[src/rtl/audio_serial_tx.sv]
// audio_serial_tx: stereo LJ / I2S / RJ serial transmitter with a one-deep pending sample buffer.
// Define APU_TX_UNDERRUN_MUTE_EN to send silence on underrun instead of repeating the last words.
module audio_serial_tx #(
  parameter int DATA_WIDTH = 24,
  parameter int SLOT_WIDTH = 32,
  parameter int SCLK_DIV   = 8
) (
  input  logic                  MCLK_i,
  input  logic                  nRST_i,
  input  logic [1:0]            FMT_i,
  input  logic                  EN_i,
  input  logic [DATA_WIDTH-1:0] PDATA_LEFT_i,
  input  logic [DATA_WIDTH-1:0] PDATA_RIGHT_i,
  input  logic                  PDATA_VALID_i,
  output logic                  SCLK_o,
  output logic                  SDATA_o,
  output logic                  LRCLK_o,
  output logic                  UNDERRUN_o
);

  localparam int DIV_W = $clog2(SCLK_DIV);
  localparam int BIT_W = $clog2(SLOT_WIDTH);

  localparam logic [0:0] ST_IDLE = 1'b0;
  localparam logic [0:0] ST_RUN  = 1'b1;

  localparam logic [DIV_W-1:0] DIV_LAST = DIV_W'(SCLK_DIV - 1);
  localparam logic [DIV_W-1:0] DIV_HALF = DIV_W'(SCLK_DIV / 2);
  localparam logic [BIT_W-1:0] BIT_LAST = BIT_W'(SLOT_WIDTH - 1);

  logic [0:0]            state_q, state_d;
  logic [DIV_W-1:0]      div_q, div_d;
  logic [BIT_W-1:0]      bit_q, bit_d;
  logic                  slot_q, slot_d;
  logic                  pending_q, pending_d;
  logic [DATA_WIDTH-1:0] bufLeft_q, bufLeft_d;
  logic [DATA_WIDTH-1:0] bufRight_q, bufRight_d;
  logic [DATA_WIDTH-1:0] wordLeft_q, wordLeft_d;
  logic [DATA_WIDTH-1:0] wordRight_q, wordRight_d;
  logic [1:0]            fmt_q, fmt_d;
  logic [SLOT_WIDTH-1:0] shift_q, shift_d;
  logic                  sclk_q, sclk_d;
  logic                  sdata_q, sdata_d;
  logic                  lrclk_q, lrclk_d;
  logic                  underrun_q, underrun_d;

  logic                  frameEnd;
  logic                  load;
  logic [SLOT_WIDTH-1:0] slotImg;

  // Full slot image, first transmitted bit in the MSB; format 11 falls into the LJ default.
  function automatic logic [SLOT_WIDTH-1:0] formatSlot(input logic [DATA_WIDTH-1:0] w,
                                                       input logic [1:0]            f);
    logic [SLOT_WIDTH-1:0] img;
    case (f)
      2'b01:   img = SLOT_WIDTH'(w) << (SLOT_WIDTH - DATA_WIDTH - 1);
      2'b10:   img = {{(SLOT_WIDTH - DATA_WIDTH){w[DATA_WIDTH-1]}}, w};
      default: img = SLOT_WIDTH'(w) << (SLOT_WIDTH - DATA_WIDTH);
    endcase
    return img;
  endfunction

  function automatic logic leftLevel(input logic [1:0] f);
    return (f == 2'b01) ? 1'b0 : 1'b1;
  endfunction

  assign frameEnd = (div_q == DIV_LAST) && (bit_q == BIT_LAST) && slot_q;

  always_comb begin
    state_d     = state_q;
    div_d       = div_q;
    bit_d       = bit_q;
    slot_d      = slot_q;
    pending_d   = pending_q;
    bufLeft_d   = bufLeft_q;
    bufRight_d  = bufRight_q;
    wordLeft_d  = wordLeft_q;
    wordRight_d = wordRight_q;
    fmt_d       = fmt_q;
    shift_d     = shift_q;
    sclk_d      = sclk_q;
    sdata_d     = sdata_q;
    lrclk_d     = lrclk_q;
    underrun_d  = 1'b0;
    load        = 1'b0;
    slotImg     = shift_q;

    if (PDATA_VALID_i) begin
      bufLeft_d  = PDATA_LEFT_i;
      bufRight_d = PDATA_RIGHT_i;
      pending_d  = 1'b1;
    end

    if (state_q == ST_IDLE) begin
      if (EN_i && pending_q) begin
        state_d = ST_RUN;
        load    = 1'b1;
      end
    end else begin
      if (div_q == DIV_LAST) begin
        div_d = '0;
        if (bit_q == BIT_LAST) begin
          bit_d  = '0;
          slot_d = ~slot_q;
        end else begin
          bit_d = bit_q + BIT_W'(1);
        end
      end else begin
        div_d = div_q + DIV_W'(1);
      end
      if (frameEnd) begin
        if (EN_i) load = 1'b1;
        else      state_d = ST_IDLE;
      end
    end

    // The frame load happens on the edge that enters count 0; a same-cycle strobe bypasses the buffer.
    if (load) begin
      fmt_d     = FMT_i;
      pending_d = 1'b0;
      if (PDATA_VALID_i) begin
        wordLeft_d  = PDATA_LEFT_i;
        wordRight_d = PDATA_RIGHT_i;
      end else if (pending_q) begin
        wordLeft_d  = bufLeft_q;
        wordRight_d = bufRight_q;
      end else begin
        underrun_d = 1'b1;
`ifdef APU_TX_UNDERRUN_MUTE_EN
        wordLeft_d  = '0;
        wordRight_d = '0;
`else
        wordLeft_d  = wordLeft_q;
        wordRight_d = wordRight_q;
`endif
      end
    end

    if (state_d == ST_RUN) begin
      if (div_d == '0) begin
        sclk_d = 1'b0;
        if (bit_d == '0) begin
          slotImg = formatSlot(slot_d ? wordRight_d : wordLeft_d, fmt_d);
          lrclk_d = slot_d ? ~leftLevel(fmt_d) : leftLevel(fmt_d);
        end
        sdata_d = slotImg[SLOT_WIDTH-1];
        shift_d = slotImg << 1;
      end else if (div_d == DIV_HALF) begin
        sclk_d = 1'b1;
      end
    end else begin
      sclk_d  = 1'b1;
      sdata_d = 1'b0;
      lrclk_d = ~leftLevel(fmt_d);
    end
  end

  always_ff @(posedge MCLK_i or negedge nRST_i) begin
    if (!nRST_i) begin
      state_q     <= ST_IDLE;
      div_q       <= '0;
      bit_q       <= '0;
      slot_q      <= 1'b0;
      pending_q   <= 1'b0;
      bufLeft_q   <= '0;
      bufRight_q  <= '0;
      wordLeft_q  <= '0;
      wordRight_q <= '0;
      fmt_q       <= 2'b00;
      shift_q     <= '0;
      sclk_q      <= 1'b1;
      sdata_q     <= 1'b0;
      lrclk_q     <= 1'b0;
      underrun_q  <= 1'b0;
    end else begin
      state_q     <= state_d;
      div_q       <= div_d;
      bit_q       <= bit_d;
      slot_q      <= slot_d;
      pending_q   <= pending_d;
      bufLeft_q   <= bufLeft_d;
      bufRight_q  <= bufRight_d;
      wordLeft_q  <= wordLeft_d;
      wordRight_q <= wordRight_d;
      fmt_q       <= fmt_d;
      shift_q     <= shift_d;
      sclk_q      <= sclk_d;
      sdata_q     <= sdata_d;
      lrclk_q     <= lrclk_d;
      underrun_q  <= underrun_d;
    end
  end

  assign SCLK_o     = sclk_q;
  assign SDATA_o    = sdata_q;
  assign LRCLK_o    = lrclk_q;
  assign UNDERRUN_o = underrun_q;

endmodule

[config.mk]
export PLATFORM = sky130hd
export DESIGN_NAME = audio_serial_tx
export DESIGN_NICKNAME = d
export VERILOG_FILES = /design/src/rtl/audio_serial_tx.sv
export SDC_FILE = /design/constraint.sdc
export NUM_CORES = 1
export LEC_CHECK = 0
export CORE_ASPECT_RATIO = 1.1
export CORE_MARGIN = 2
export CORE_UTILIZATION = 55
export CTS_CLUSTER_DIAMETER = 30
export DETAILED_ROUTE_END_ITERATION = 10
export PLACE_DENSITY = 0.76
export SETUP_SLACK_MARGIN = 0.4
export SYNTH_ARGS = -nofsm -noshare
export SYNTH_HDL_FRONTEND = slang
export SYNTH_SLANG_ARGS = --single-unit
[constraint.sdc]
create_clock -name MCLK_i -period 6.9 [get_ports MCLK_i]
set_input_delay 1.035 -clock MCLK_i [delete_from_list [all_inputs] [get_ports MCLK_i]]
set_output_delay 1.035 -clock MCLK_i [all_outputs]
set_load 0.03 [all_outputs]
==> impl_metrics.tcl <==
set metrics [dict create \
    cts_tree "done" \
    synth_xor_area_share_pct 0.220 \
    grtUsageTotal_pct 24.7 \
    place_hpwl_mm 10.6 \
    p_leak_uw 0.00362 \
    grt-ovfl-total 0 \
    tightest_slew_ns 1.07 \
    seqPwrFrac_pct 45.0 \
    status "completed" \
    crit_type "flop to flop" \
    fin_nets 766 \
    max_freq_mhz 229 \
    die_area_um2 14400 \
    clockRootBuffer "clkbuf_16" \
    synth_edf_count 0 \
    initial_core_util_pct 56.1 \
    period_needed_ns 4.36 \
    yosysWarnings 0 \
    switchingPower_uw 434 \
    synth_compound_area_share_pct 24.5 \
    multiInputGateArea_um2 3350 \
    fp.coreArea_um2 13200 \
    viasPerCell 6.50 \
    startpoint_type "flop" \
    drt-pass1-iter-count 5 \
    skew_ns 0.00814 \
    switching_share_pct 22.0 \
    synth_top_family_by_area "compound AO/OA/AOI/OAI gates" \
    synth_fa_ha_area_share_pct 1.02 \
    max-slew-margin-rel_pct 28.4 \
    numCtsBuffers 17 \
    synth_simple_gate_area_share_pct 6.87 \
    clkPwrFrac_pct 47.7 \
    final_max_slew_viol_count 0 \
    drt_iter0_drc 724 \
    fin_tns_setup_ns 0 \
    post-place-cells 848 \
    combPwrFrac_pct 7.3 \
    cp-end-kind "flop" \
    portBuffers 57 \
    timing.final.ws_setup_ns 2.54 \
    worstPathMaxFanout 46 \
    muxShareOfSynthArea_pct 12.6 \
    synthesis.nets 745 \
    grt_pass1_vias 5656 \
    drive_above_1_share_pct 14.5 \
    diodes 0 \
    fillers 982 \
    rrSetupSlack_ns 2.54 \
    path_buf_inv 2 \
    grt_antenna_before_repair 0 \
    critPathMaxStageDelay_ns 0.56 \
    irDropWorstVdd_mv 0.152 \
    wire_per_inst_um 19.8 \
    cts_hold_buffers 0 \
    die-height_um 125 \
    ys_ff_latch 144 \
    cp_data_required_time_ns 7.21 \
    cts_buffer_depth 2 \
    grt_max_degree 92 \
    final_common_cell "dfrtp_1" \
    area.sequential_um2 3610 \
    avgSynthCellArea_um2 10.8 \
    synth-main-ff-cell "dfrtp_1" \
    hold_class "flop to flop" \
    finalHoldViolCount 0 \
    setup_viol 0 \
    route.detailed.drc 0 \
    routed-via-count 5710 \
    ys_seq_area_share_pct 48.8 \
    internal-power_uw 1540 \
    synth_cell_types 60 \
    place_congestion 0.854 \
    syn2layout_area_growth_pct 15.4 \
    io_pins 58 \
    cts.sinks 144 \
    die_x_um 114 \
    power_density_nw_per_um2 232 \
    cts_max_level 4 \
    cp_top_family "simple AND/OR/NAND/NOR gates" \
    clock_latency_ns 0.42 \
    whs_ns 0.471 \
    period_share_pct 63.2 \
    worstPathCellList "ha_1 -> and3_1 -> ha_1 -> nand4_2 -> buf_4 -> a21oi_1 -> nand2_1 -> nand2_1 -> ha_1 -> inv_1 -> nand2_1 -> or2_1 -> o21ai_0 -> o22a_1" \
    rsz0062_at_grt "no" \
    antenna_left 0 \
    path_clk_slew_ns 0.06 \
    critPathSlowestCell "or2_1" \
    grt_pass1_wl_mm 28.5 \
    synthesis.instances 685 \
    cts.repair.resized 0 \
    synth_async_sr_flop_share_pct 100 \
    final_cells 879 \
    preCtsSetupSlack_ns 2.44 \
    final_cell_mix "dfrtp_1, a21oi_1, clkdlybuf4s50_1" \
    routed_wl_mm 17.4 \
    cp.arrival_ns 4.67 \
    row_count 44 \
    post-cts-setup-buffers 0 \
    syn_area_um2 7380 \
    maxCapViolCount 0 \
]
## flip-flops by register name (all words and copies together) (netlist names), 2 cells and up
| register | cells |
|---|---|
| shift_q | 31 |
| bufLeft_q | 24 |
| bufRight_q | 24 |
| wordLeft_q | 24 |
| wordRight_q | 24 |
| bit_q | 5 |
| div_q | 3 |
| fmt_q | 2 |
## stage by stage
stage | area (um^2) | power [uW] | utilization [%]
floorplan | 7380 | 976 | -
global placement | 7910 | 1040 | 60.1
detailed placement | 7910 | 1050 | 60.1
CTS | 8520 | 1990 | 64.7
global route | 8520 | 2040 | 64.7
finish | 8520 | 1970 | 64.7
## kinds of logic (layout without fill, tap and decap cells)
group	after synthesis	count (layout)
muxes	85	85
adders and majority gates	6	6
and+or+nand+nor	96	96
DFF	144	144
buffers and inverters	95	128
AOI/OAI and AO/OA	258	258
xor gates and xnor gates	1	1
## final cells by class
type / count / area share, %
inverter: 30 / 1.32
clock inverter: 9 / 1.56
sequential: 144 / 42.3
multi-input combinational: 446 / 39.3
clock buffer: 22 / 5.57
timing repair buffer: 67 / 7.57
tap: 161 / 2.37
## final timing paths
| check | startpoint | endpoint | cells after the start |
|---|---|---|---|
| min | shift_q[1]$_DFFE_PN0P_ | shift_q[1]$_DFFE_PN0P_ | 2 |
| max | bit_q[0]$_DFF_PN0_ | shift_q[18]$_DFFE_PN0P_ | 14 |
| max in group asynchronous | nRST_i | bufLeft_q[8]$_DFFE_PN0P_ | 2 |
| max reg2reg | bit_q[0]$_DFF_PN0_ | shift_q[18]$_DFFE_PN0P_ | 14 |
| min in group asynchronous | nRST_i | bufRight_q[18]$_DFFE_PN0P_ | 1 |
| min reg2reg | shift_q[1]$_DFFE_PN0P_ | shift_q[1]$_DFFE_PN0P_ | 2 |
## cells in the mapped netlist, types with 5 or more instances
cell / count / area share (%)
nand2_1: 23 / 1.2
o211ai_1: 9 / 0.92
and3_1: 12 / 1.0
dfrtp_1: 143 / 48
o311a_1: 14 / 1.9
mux2_2: 50 / 7.6
a221o_1: 7 / 0.95
buf_2: 23 / 1.6
o21ai_0: 32 / 2.2
o22a_1: 13 / 1.5
ha_1: 6 / 1.0
nor2_1: 15 / 0.76
nand2b_1: 6 / 0.51
nand3_1: 21 / 1.4
o22ai_1: 14 / 1.2
o32a_1: 29 / 3.9
o21ai_1: 11 / 0.75
mux2i_1: 33 / 4.5
buf_6: 5 / 0.76
inv_1: 27 / 1.4
clkbuf_1: 29 / 1.5
a2bb2oi_1: 7 / 0.83
a21boi_0: 8 / 0.81
a211oi_1: 30 / 3.1
a21oi_1: 68 / 4.6
## tightest hold or removal path, stage by stage (launching register included)
cell	delay, ns
dfrtp_1	0.34
nand2_1	0.05
nand2_1	0.05
## per-layer routing
| layer | vias up | track usage, % | share of wire [%] |
|---|---|---|---|
| met3 | 32 | 4.75 | 5.8 |
| met2 | 199 | 38.1 | 48 |
| met4 | 0 | 9.25 | 2.3 |
| met1 | 2840 | 34.7 | 44 |
| li1 | 2639 | - | - |
| met5 | - | 0 | 0 |
## power by group through the flow
stage          registers, uW  clock network [uW]  logic (uW)
3_3_place_gp             903                   0         139
2_1_floorplan            901                   0        74.8
4_1_cts                  889                 953         144
5_1_grt                  892                 989         158
3_5_place_dp             904                   0         144
6_report                 889                 942         144
(Power assumes the default switching activity.)
